**config.mk**
```make
export PLATFORM = sky130hd
export DESIGN_NAME = cp0_reg_flat
export DESIGN_NICKNAME = d
export VERILOG_FILES = /design/src/rtl/cp0_reg_if.sv /design/src/rtl/cp0_reg.sv /design/src/flat_wrapper.sv
export SDC_FILE = /design/constraint.sdc
export NUM_CORES = 1
export LEC_CHECK = 0
export ABC_CLOCK_PERIOD_IN_PS = 2550
export CAP_MARGIN = 15
export CORE_AREA = 2 2 145 147
export DETAILED_ROUTE_END_ITERATION = 7
export DIE_AREA = 0 0 147 149
export DONT_BUFFER_PORTS = 1
export PLACE_DENSITY_LB_ADDON = 0.3
export REMOVE_ABC_BUFFERS = 1
export SLEW_MARGIN = 20
export SYNTH_ARGS = -nofsm -noshare
export SYNTH_HDL_FRONTEND = slang
export SYNTH_SLANG_ARGS = --single-unit
```
**constraint.sdc**
```tcl
create_clock -name clk -period 2.55 [get_ports clk]
set_input_delay 0.51 -clock clk [delete_from_list [all_inputs] [get_ports clk]]
set_output_delay 0.51 -clock clk [all_outputs]
set_load 0.02 [all_outputs]
```
**src/rtl/cp0_reg_if.sv**
```systemverilog
// cp0_reg_if: MTC0/MFC0, exception-commit and live-register bundle between the core and CP0.
interface cp0_reg_if;
   logic        we;
   logic [4:0]  waddr;
   logic [31:0] wdata;
   logic [4:0]  raddr;
   logic [31:0] rdata;
   logic [5:0]  ext_int;
   logic [31:0] excepttype;
   logic [31:0] except_inst_addr;
   logic [31:0] except_bad_addr;
   logic        except_in_delayslot;
   logic [31:0] status_o;
   logic [31:0] cause_o;
   logic [31:0] epc_o;
   logic [31:0] badvaddr_o;
   logic [31:0] count_o;
   logic [31:0] compare_o;
   logic        timer_int_o;
   modport master (
      output we, waddr, wdata, raddr, ext_int, excepttype, except_inst_addr, except_bad_addr,
             except_in_delayslot,
      input  rdata, status_o, cause_o, epc_o, badvaddr_o, count_o, compare_o, timer_int_o
   );
   modport slave (
      input  we, waddr, wdata, raddr, ext_int, excepttype, except_inst_addr, except_bad_addr,
             except_in_delayslot,
      output rdata, status_o, cause_o, epc_o, badvaddr_o, count_o, compare_o, timer_int_o
   );
endinterface

```
**src/rtl/cp0_reg.sv**
```systemverilog
// cp0_reg: coprocessor-0 register file committing exceptions/ERET, MTC0/MFC0 and the Count/Compare timer.
module cp0_reg #(
   parameter logic [31:0] PRID_VALUE = 32'h0000_4220
) (
   input logic       clk,
   input logic       resetn,
   cp0_reg_if.slave  bus
);
   logic [7:0]  im;
   logic        exl;
   logic        ie;
   logic        bd;
   logic [5:0]  ip_hw;
   logic [1:0]  ip_sw;
   logic [4:0]  exc_code;
   logic [31:0] epc;
   logic [31:0] badvaddr;
   logic [31:0] count;
   logic [31:0] compare;
   logic        tick;
   logic        timer_int;
   logic        eret;
   logic        exc;
   logic        wr;
   logic        wr_count;
   logic        wr_compare;
   logic        wr_status;
   logic        wr_cause;
   logic        wr_epc;
   logic        first_exc;
   logic        bad_addr_exc;
   logic [31:0] status;
   logic [31:0] cause;

   assign eret         = bus.excepttype == 32'h0000_000e;
   assign exc          = bus.excepttype != 32'd0 && !eret;
   // A committing exception or ERET drops any MTC0 issued in the same cycle.
   assign wr           = bus.we && !exc && !eret;
   assign wr_count     = wr && bus.waddr == 5'd9;
   assign wr_compare   = wr && bus.waddr == 5'd11;
   assign wr_status    = wr && bus.waddr == 5'd12;
   assign wr_cause     = wr && bus.waddr == 5'd13;
   assign wr_epc       = wr && bus.waddr == 5'd14;
   assign first_exc    = exc && !exl;
   assign bad_addr_exc = exc && (bus.excepttype == 32'd4 || bus.excepttype == 32'd5);

   always_ff @(posedge clk or negedge resetn)
      if (!resetn) begin
         tick      <= 1'b0;
         count     <= 32'd0;
         compare   <= 32'd0;
         timer_int <= 1'b0;
      end else begin
         tick      <= wr_count ? 1'b0 : ~tick;
         count     <= wr_count ? bus.wdata : count + {31'd0, tick};
         compare   <= wr_compare ? bus.wdata : compare;
         timer_int <= wr_compare ? 1'b0 : (timer_int || count == compare);
      end

   always_ff @(posedge clk or negedge resetn)
      if (!resetn) begin
         im  <= 8'd0;
         exl <= 1'b0;
         ie  <= 1'b0;
      end else begin
         im  <= wr_status ? bus.wdata[15:8] : im;
         ie  <= wr_status ? bus.wdata[0] : ie;
         exl <= exc ? 1'b1 : eret ? 1'b0 : wr_status ? bus.wdata[1] : exl;
      end

   // EPC and BD only capture the outermost exception; nested ones keep the original return point.
   always_ff @(posedge clk or negedge resetn)
      if (!resetn) begin
         epc      <= 32'd0;
         bd       <= 1'b0;
         exc_code <= 5'd0;
         badvaddr <= 32'd0;
         ip_hw    <= 6'd0;
         ip_sw    <= 2'd0;
      end else begin
         epc      <= first_exc ? (bus.except_in_delayslot ? bus.except_inst_addr - 32'd4 : bus.except_inst_addr)
                   : wr_epc ? bus.wdata : epc;
         bd       <= first_exc ? bus.except_in_delayslot : bd;
         exc_code <= exc ? (bus.excepttype == 32'd1 ? 5'd0 : bus.excepttype[4:0]) : exc_code;
         badvaddr <= bad_addr_exc ? bus.except_bad_addr : badvaddr;
         ip_hw    <= {bus.ext_int[5] | timer_int, bus.ext_int[4:0]};
         ip_sw    <= wr_cause ? bus.wdata[9:8] : ip_sw;
      end

   assign status = {9'd0, 1'b1, 6'd0, im, 6'd0, exl, ie};
   assign cause  = {bd, timer_int, 14'd0, ip_hw, ip_sw, 1'b0, exc_code, 2'b00};

   assign bus.status_o    = status;
   assign bus.cause_o     = cause;
   assign bus.epc_o       = epc;
   assign bus.badvaddr_o  = badvaddr;
   assign bus.count_o     = count;
   assign bus.compare_o   = compare;
   assign bus.timer_int_o = timer_int;

   assign bus.rdata = bus.raddr == 5'd8  ? badvaddr
                    : bus.raddr == 5'd9  ? count
                    : bus.raddr == 5'd11 ? compare
                    : bus.raddr == 5'd12 ? status
                    : bus.raddr == 5'd13 ? cause
                    : bus.raddr == 5'd14 ? epc
                    : bus.raddr == 5'd15 ? PRID_VALUE
                    : 32'd0;
endmodule

```
**src/flat_wrapper.sv**
```systemverilog
// flat-port wrapper written by rule: the top's interface ports become plain ports
module cp0_reg_flat 
#(
   parameter logic [31:0] PRID_VALUE = 32'h0000_4220
)
  (clk, resetn, bus_we, bus_waddr, bus_wdata, bus_raddr, bus_ext_int, bus_excepttype, bus_except_inst_addr, bus_except_bad_addr, bus_except_in_delayslot, bus_rdata, bus_status_o, bus_cause_o, bus_epc_o, bus_badvaddr_o, bus_count_o, bus_compare_o, bus_timer_int_o);
  cp0_reg_if bus_i ();
  input logic clk;
  input logic resetn;
  input wire logic [$bits(bus_i.we)-1:0] bus_we;
  input wire logic [$bits(bus_i.waddr)-1:0] bus_waddr;
  input wire logic [$bits(bus_i.wdata)-1:0] bus_wdata;
  input wire logic [$bits(bus_i.raddr)-1:0] bus_raddr;
  input wire logic [$bits(bus_i.ext_int)-1:0] bus_ext_int;
  input wire logic [$bits(bus_i.excepttype)-1:0] bus_excepttype;
  input wire logic [$bits(bus_i.except_inst_addr)-1:0] bus_except_inst_addr;
  input wire logic [$bits(bus_i.except_bad_addr)-1:0] bus_except_bad_addr;
  input wire logic [$bits(bus_i.except_in_delayslot)-1:0] bus_except_in_delayslot;
  output wire logic [$bits(bus_i.rdata)-1:0] bus_rdata;
  output wire logic [$bits(bus_i.status_o)-1:0] bus_status_o;
  output wire logic [$bits(bus_i.cause_o)-1:0] bus_cause_o;
  output wire logic [$bits(bus_i.epc_o)-1:0] bus_epc_o;
  output wire logic [$bits(bus_i.badvaddr_o)-1:0] bus_badvaddr_o;
  output wire logic [$bits(bus_i.count_o)-1:0] bus_count_o;
  output wire logic [$bits(bus_i.compare_o)-1:0] bus_compare_o;
  output wire logic [$bits(bus_i.timer_int_o)-1:0] bus_timer_int_o;
  assign bus_i.we = bus_we;
  assign bus_i.waddr = bus_waddr;
  assign bus_i.wdata = bus_wdata;
  assign bus_i.raddr = bus_raddr;
  assign bus_i.ext_int = bus_ext_int;
  assign bus_i.excepttype = bus_excepttype;
  assign bus_i.except_inst_addr = bus_except_inst_addr;
  assign bus_i.except_bad_addr = bus_except_bad_addr;
  assign bus_i.except_in_delayslot = bus_except_in_delayslot;
  assign bus_rdata = bus_i.rdata;
  assign bus_status_o = bus_i.status_o;
  assign bus_cause_o = bus_i.cause_o;
  assign bus_epc_o = bus_i.epc_o;
  assign bus_badvaddr_o = bus_i.badvaddr_o;
  assign bus_count_o = bus_i.count_o;
  assign bus_compare_o = bus_i.compare_o;
  assign bus_timer_int_o = bus_i.timer_int_o;
  cp0_reg #(.PRID_VALUE(PRID_VALUE)) u_core (.clk(clk), .resetn(resetn), .bus(bus_i));
endmodule
```
# Word-level counts from Yosys, hierarchy flattened
# Cells that the tools add are included.
[totals]
register_bits = 154
inputBits = 148
out_inout_bits = 225
word_cells = 69
[op_classes]
addsub = 2
n_eq_ne = 17
n_mux = 17
n_bitwise = 2
n_reduce_logical = 18
[op_table]
columns = ["cell", "n"]
rows = [
  ["$mux W32", 10],
  ["$eq A32 B3 Y1 const B", 2],
  ["$eq A5 B4 Y1 const B", 12],
  ["$add A32 B1 Y32", 1],
  ["$eq A32 B1 Y1 const B", 1],
  ["$eq A32 B32 Y1", 1],
  ["$eq A32 B4 Y1 const B", 1],
  ["$reduce_bool A32 Y1", 1],
  ["$sub A32 B3 Y32 const B", 1],
  ["$mux W15", 1],
  ["$logic_and A1 B1 Y1", 10],
  ["$mux W1", 5],
  ["$mux W5", 1],
  ["$logic_not A1 Y1", 3],
  ["$reduce_bool A3 Y1", 1],
  ["$logic_or A1 B1 Y1", 2],
  ["$reduce_bool A2 Y1", 1],
  ["$not A1 Y1", 1],
  ["$or A1 B1 Y1", 1],
]

# Logic depth before layout (Yosys ltp)
[depth]
depth_word = 10
ltp_mapped = 8
ltp_nobuf = 7

# Worst setup path before layout
# No wires, ideal clock.
[synth_path]
path_kind = "input to output"
from = "input bus_raddr[2]"
to = "output bus_rdata[6]"
arrival_time_ns = 2.410
t_required_ns = 2.040
setup_slack_ns = -0.370
path_stages = 8
n_path_buf = 3
path_cell_list = "clkbuf_1 > nor3b_1 > and2_1 > clkbuf_1 > clkbuf_1 > a22o_1 > a211oi_1 > o21ai_0"
[synth_between]
elab_chain_cells = 7
elab_cells_between_ends = 12
cone_classes = "6 x eq/ne; 6 x mux"
[synth_rtl]
columns = ["element", "line", "rtl"]
rows = [
  ["start, declared", "flat_wrapper.sv:13", "input wire logic [$bits(bus_i.raddr)-1:0] bus_raddr;"],
  ["$eq A5 B4 Y1", "cp0_reg.sv:106", ": bus.raddr == 5'd14 ? epc"],
  ["$mux W32", "cp0_reg.sv:106", ""],
  ["$mux W32", "cp0_reg.sv:105", ": bus.raddr == 5'd13 ? cause"],
  ["$mux W32", "cp0_reg.sv:104", ": bus.raddr == 5'd12 ? status"],
  ["$mux W32", "cp0_reg.sv:103", ": bus.raddr == 5'd11 ? compare"],
  ["$mux W32", "cp0_reg.sv:102", ": bus.raddr == 5'd9 ? count"],
  ["$mux W32 (*)", "cp0_reg.sv:101", "assign bus.rdata = bus.raddr == 5'd8 ? badvaddr"],
  ["end, declared", "flat_wrapper.sv:19", "output wire logic [$bits(bus_i.rdata)-1:0] bus_rdata;"],
]
# Mark *: on every way between the ends. The rest lies on a longest branch, timed or not.

# Final worst setup path
[layout_path]
from = "input bus_raddr[4]"
to = "output bus_rdata[8]"
# The elaborated chain is that of the path after synthesis.

==> results.sh <==
export IMPL_synthesis_area_um2=8881
export IMPL_postCtsSetupRepairBufs=0
export IMPL_yosys_warnings=0
export IMPL_clk_path_buf_depth=2
export IMPL_grt_setup_unrepaired="true"
export IMPL_worst_skew_pair_late_latency_ps=430
export IMPL_yosysUniqueCellTypes=58
export IMPL_antenna_found_initial=1
export IMPL_p_comb_frac=0.038
export IMPL_design_core_area_um2=20560
export IMPL_cts_max_level=4
export IMPL_synthCells=869
export IMPL_fin_crit_ps=2472
export IMPL_grt_pass1_vias=7278
export IMPL_ant_nets=0
export IMPL_cap_violations=0
export IMPL_firstDrtPassIters=6
export IMPL_tns_ps=0
export IMPL_cts_buffers=17
export IMPL_tightest_slew_ps=578.5
export IMPL_clkSlewWorstSetupHoldPaths_ps=70
export IMPL_dieWidth_um=147
export IMPL_p_int_mw=4.417
export IMPL_crit_required_ps=2040
export IMPL_ys_ff_latch=154
export IMPL_drive_gt1_frac=0.2332
export IMPL_worst_setup_path_type="in2out"
export IMPL_utilization=0.5045
export IMPL_pwr_share_seq=0.438
export IMPL_fmax_mhz=404.6
export IMPL_drv_slew=0
export IMPL_row_count=53
export IMPL_chipHeight_um=149
export IMPL_fin_ws_ps=78.20
export IMPL_dp_hpwl_um=24160
export IMPL_drt_wirelength_per_cell_um=26.01
export IMPL_vdd_drop_max_mv=0.3841
export IMPL_grt_max_degree=155
export IMPL_grt_ovfl_total=0
export IMPL_dieArea_um2=21900
export IMPL_post_dp_cell_area_um2=9693
export IMPL_start_kind="input port"
export IMPL_fin_hold_ws_ps=-220.6
export IMPL_io_pin_count=373
export IMPL_seq_area_um2=3855
export IMPL_start_util=0.4320
export IMPL_p_sw_mw=1.222
export IMPL_setup_violations=0
export IMPL_synth_main_ff_cell="dfrtp_1"
export IMPL_grt_usage=0.2831
export IMPL_arrival_ps=1960
export IMPL_reg2reg_depth=8
export IMPL_crit_fanout=12
export IMPL_power_per_cell_area_nw_per_um2=543.8
export IMPL_ff2ff_setup_slack_ps=390
export IMPL_async_reset_ff_frac=1.000
export IMPL_multi_input_area_um2=4643
export IMPL_vias_per_cell=6.002
export IMPL_cts_root_buffer="clkbuf_16"
export IMPL_status="finished with violations"
export IMPL_num_vias=7269
export IMPL_fin_worst_skew_ps=13.99
export IMPL_slew_headroom=0.6144
export IMPL_fin_crit_sh=0.9693
export IMPL_fin_area_um2=10370
export IMPL_switching_share=0.2167
export IMPL_final_nets=1074
export IMPL_leakage_nw=4.547
export IMPL_grt_pass1_wl_um=46220
export IMPL_violations="hold timing"
export IMPL_portBuffers=0
export IMPL_cts_sinks=154
export IMPL_reg2reg_from="u_core.bus.count_o[0]$_DFF_PN0_"
export IMPL_yosysSeqAreaShare=0.4339
export IMPL_syn_avg_cell_area_um2=10.22
export IMPL_min_path_type="in2async"
export IMPL_gp_congestion=0.8717
export IMPL_cts_tree="yes"
export IMPL_endpoint_kind="output pin"
export IMPL_syn2layout_area_growth_pct=16.78
export IMPL_final_hold_violation_count=154
export IMPL_drc=0
export IMPL_first_iter_violations=601
export IMPL_synth_edf_count=0
export IMPL_preCtsSetupSlack_ps=-80.70
export IMPL_pwr_share_clk=0.524
export IMPL_r2r_end="u_core.bus.count_o[30]$_DFF_PN0_"
export IMPL_total_power_mw=5.640
export IMPL_routed_wl_um=31500
export IMPL_n_fill_cell=1905
[worst max-delay path by stage]
stage,depth (start not counted),slack (ps),from,end
after floorplan,4,-1450,bus_excepttype[0],u_core.bus.count_o[0]$_DFF_PN0_
after global placement,7,-10,bus_excepttype[0],u_core.bus.epc_o[26]$_DFFE_PN0P_
after detailed placement,7,-80,bus_excepttype[0],u_core.bus.epc_o[26]$_DFFE_PN0P_
after CTS,5,70,u_core.bus.compare_o[5]$_DFFE_PN0P_,bus_rdata[5]
after global routing,5,-4,u_core.bus.compare_o[5]$_DFFE_PN0P_,bus_rdata[5]
final,7,80,bus_raddr[4],bus_rdata[8]
[cells by family after synthesis]
logic type | synth area share
muxes | 0.1398
DFF | 0.4339
and+or+nand+nor | 0.1512
buffers and inverters | 0.06481
AOI/OAI and AO/OA | 0.1185
adders and majority gates | 0.004227
xor gates and xnor gates | 0.08679
other | 0.0008456
[routing by layer]
| layer | vias to the layer above | GRT usage | routed length (µm) |
|---|---|---|---|
| met5 | - | 0 | 0 |
| met4 | 0 | 0.08269 | 558 |
| met3 | 35 | 0.08716 | 2909 |
| met2 | 356 | 0.4655 | 15190 |
| met1 | 3660 | 0.3625 | 12840 |
| li1 | 3218 | - | - |
[sequential cells by signal, summed over array words and instances, names as in the netlist]
register / flops
u_core.bus.badvaddr_o: 32
u_core.bus.count_o: 32
u_core.bus.epc_o: 32
u_core.bd: 1
u_core.bus.timer_int_o: 1
u_core.bus.compare_o: 32
u_core.ip_hw: 6
u_core.exl: 1
u_core.ie: 1
u_core.im: 8
u_core.tick: 1
u_core.exc_code: 5
u_core.ip_sw: 2
[power by group through the flow]
stage | combinational [mW] | sequential, mW | clock, mW
6_report | 0.213 | 2.47 | 2.96
2_1_floorplan | 0.149 | 2.51 | 0
3_5_place_dp | 0.210 | 2.52 | 0
4_1_cts | 0.211 | 2.47 | 2.99
3_3_place_gp | 0.210 | 2.52 | 0
5_1_grt | 0.230 | 2.47 | 3.08
[critical path: stages]
cell and delay, ps:
or3b_2 460, buf_4 160, nor3_2 150, buf_4 260, a22oi_1 90, o21ai_0 130, buf_4 200
[through the flow]
stage               hold slack [ps]  cells
floorplan                     214.4    815
global placement              219.9   1179
detailed placement            219.3   1179
finish                       -220.6   1211
CTS                          -241.1   1210
global route                 -245.4   1211
[area by class of cell]
cell class,instances,area share
diodes,1,0.0002413
clock buffers,21,0.04440
clock inverters,10,0.02063
inverters,9,0.003257
multi-input cells,652,0.4477
flip-flops and latches,154,0.3717
well taps,275,0.03318
repair buffers,89,0.07890
[cell usage in the layout (no fill, tap or decap), types with 3 or more instances in the layout]
cell,instances
nor4_1,26
a21oi_1,22
mux2i_1,34
and3_1,7
ha_1,3
xor2_1,13
or2_2,5
a22o_1,7
conb_1,39
or4_1,4
a221o_1,8
inv_1,9
a222oi_1,13
clkbuf_16,17
and2_1,5
nand2b_1,4
a21o_1,5
a22oi_1,20
nor2_1,47
buf_4,77
xnor2_1,75
dfrtp_1,153
nor2b_1,3
nand4_1,16
o21ai_0,43
or3_1,6
nor3b_1,3
o221ai_1,6
buf_12,12
mux2_2,80
a221oi_1,4
bufinv_16,6
nor3_1,29
nand3_1,20
a211oi_1,7
nand2_1,62
[synthesized netlist by cell type (8+ instances only)]
cell type | number | area, µm²
nor3_1 | 30 | 150.1
xnor2_1 | 75 | 656.9
mux2i_1 | 34 | 340.3
xor2_1 | 13 | 113.9
nand4_1 | 16 | 100.1
mux2_2 | 80 | 900.9
nand2_1 | 62 | 232.7
buf_4 | 46 | 345.3
nor2_1 | 48 | 180.2
a22oi_1 | 20 | 150.1
inv_1 | 9 | 33.78
a21oi_1 | 22 | 110.1
a222oi_1 | 13 | 130.1
nor4_1 | 26 | 162.7
nand3_1 | 20 | 100.1
dfrtp_1 | 154 | 3854
o21ai_0 | 43 | 215.2
clkbuf_1 | 38 | 142.6
a221o_1 | 8 | 80.08
[repair_timing]
action | 4_1_cts | 5_1_grt
hold endpoints to repair | 154 | 154
gates resized for setup | 0 | 1
setup endpoints to repair | 0 | 1
No activity file was read; power rests on OpenSTA's default activity.
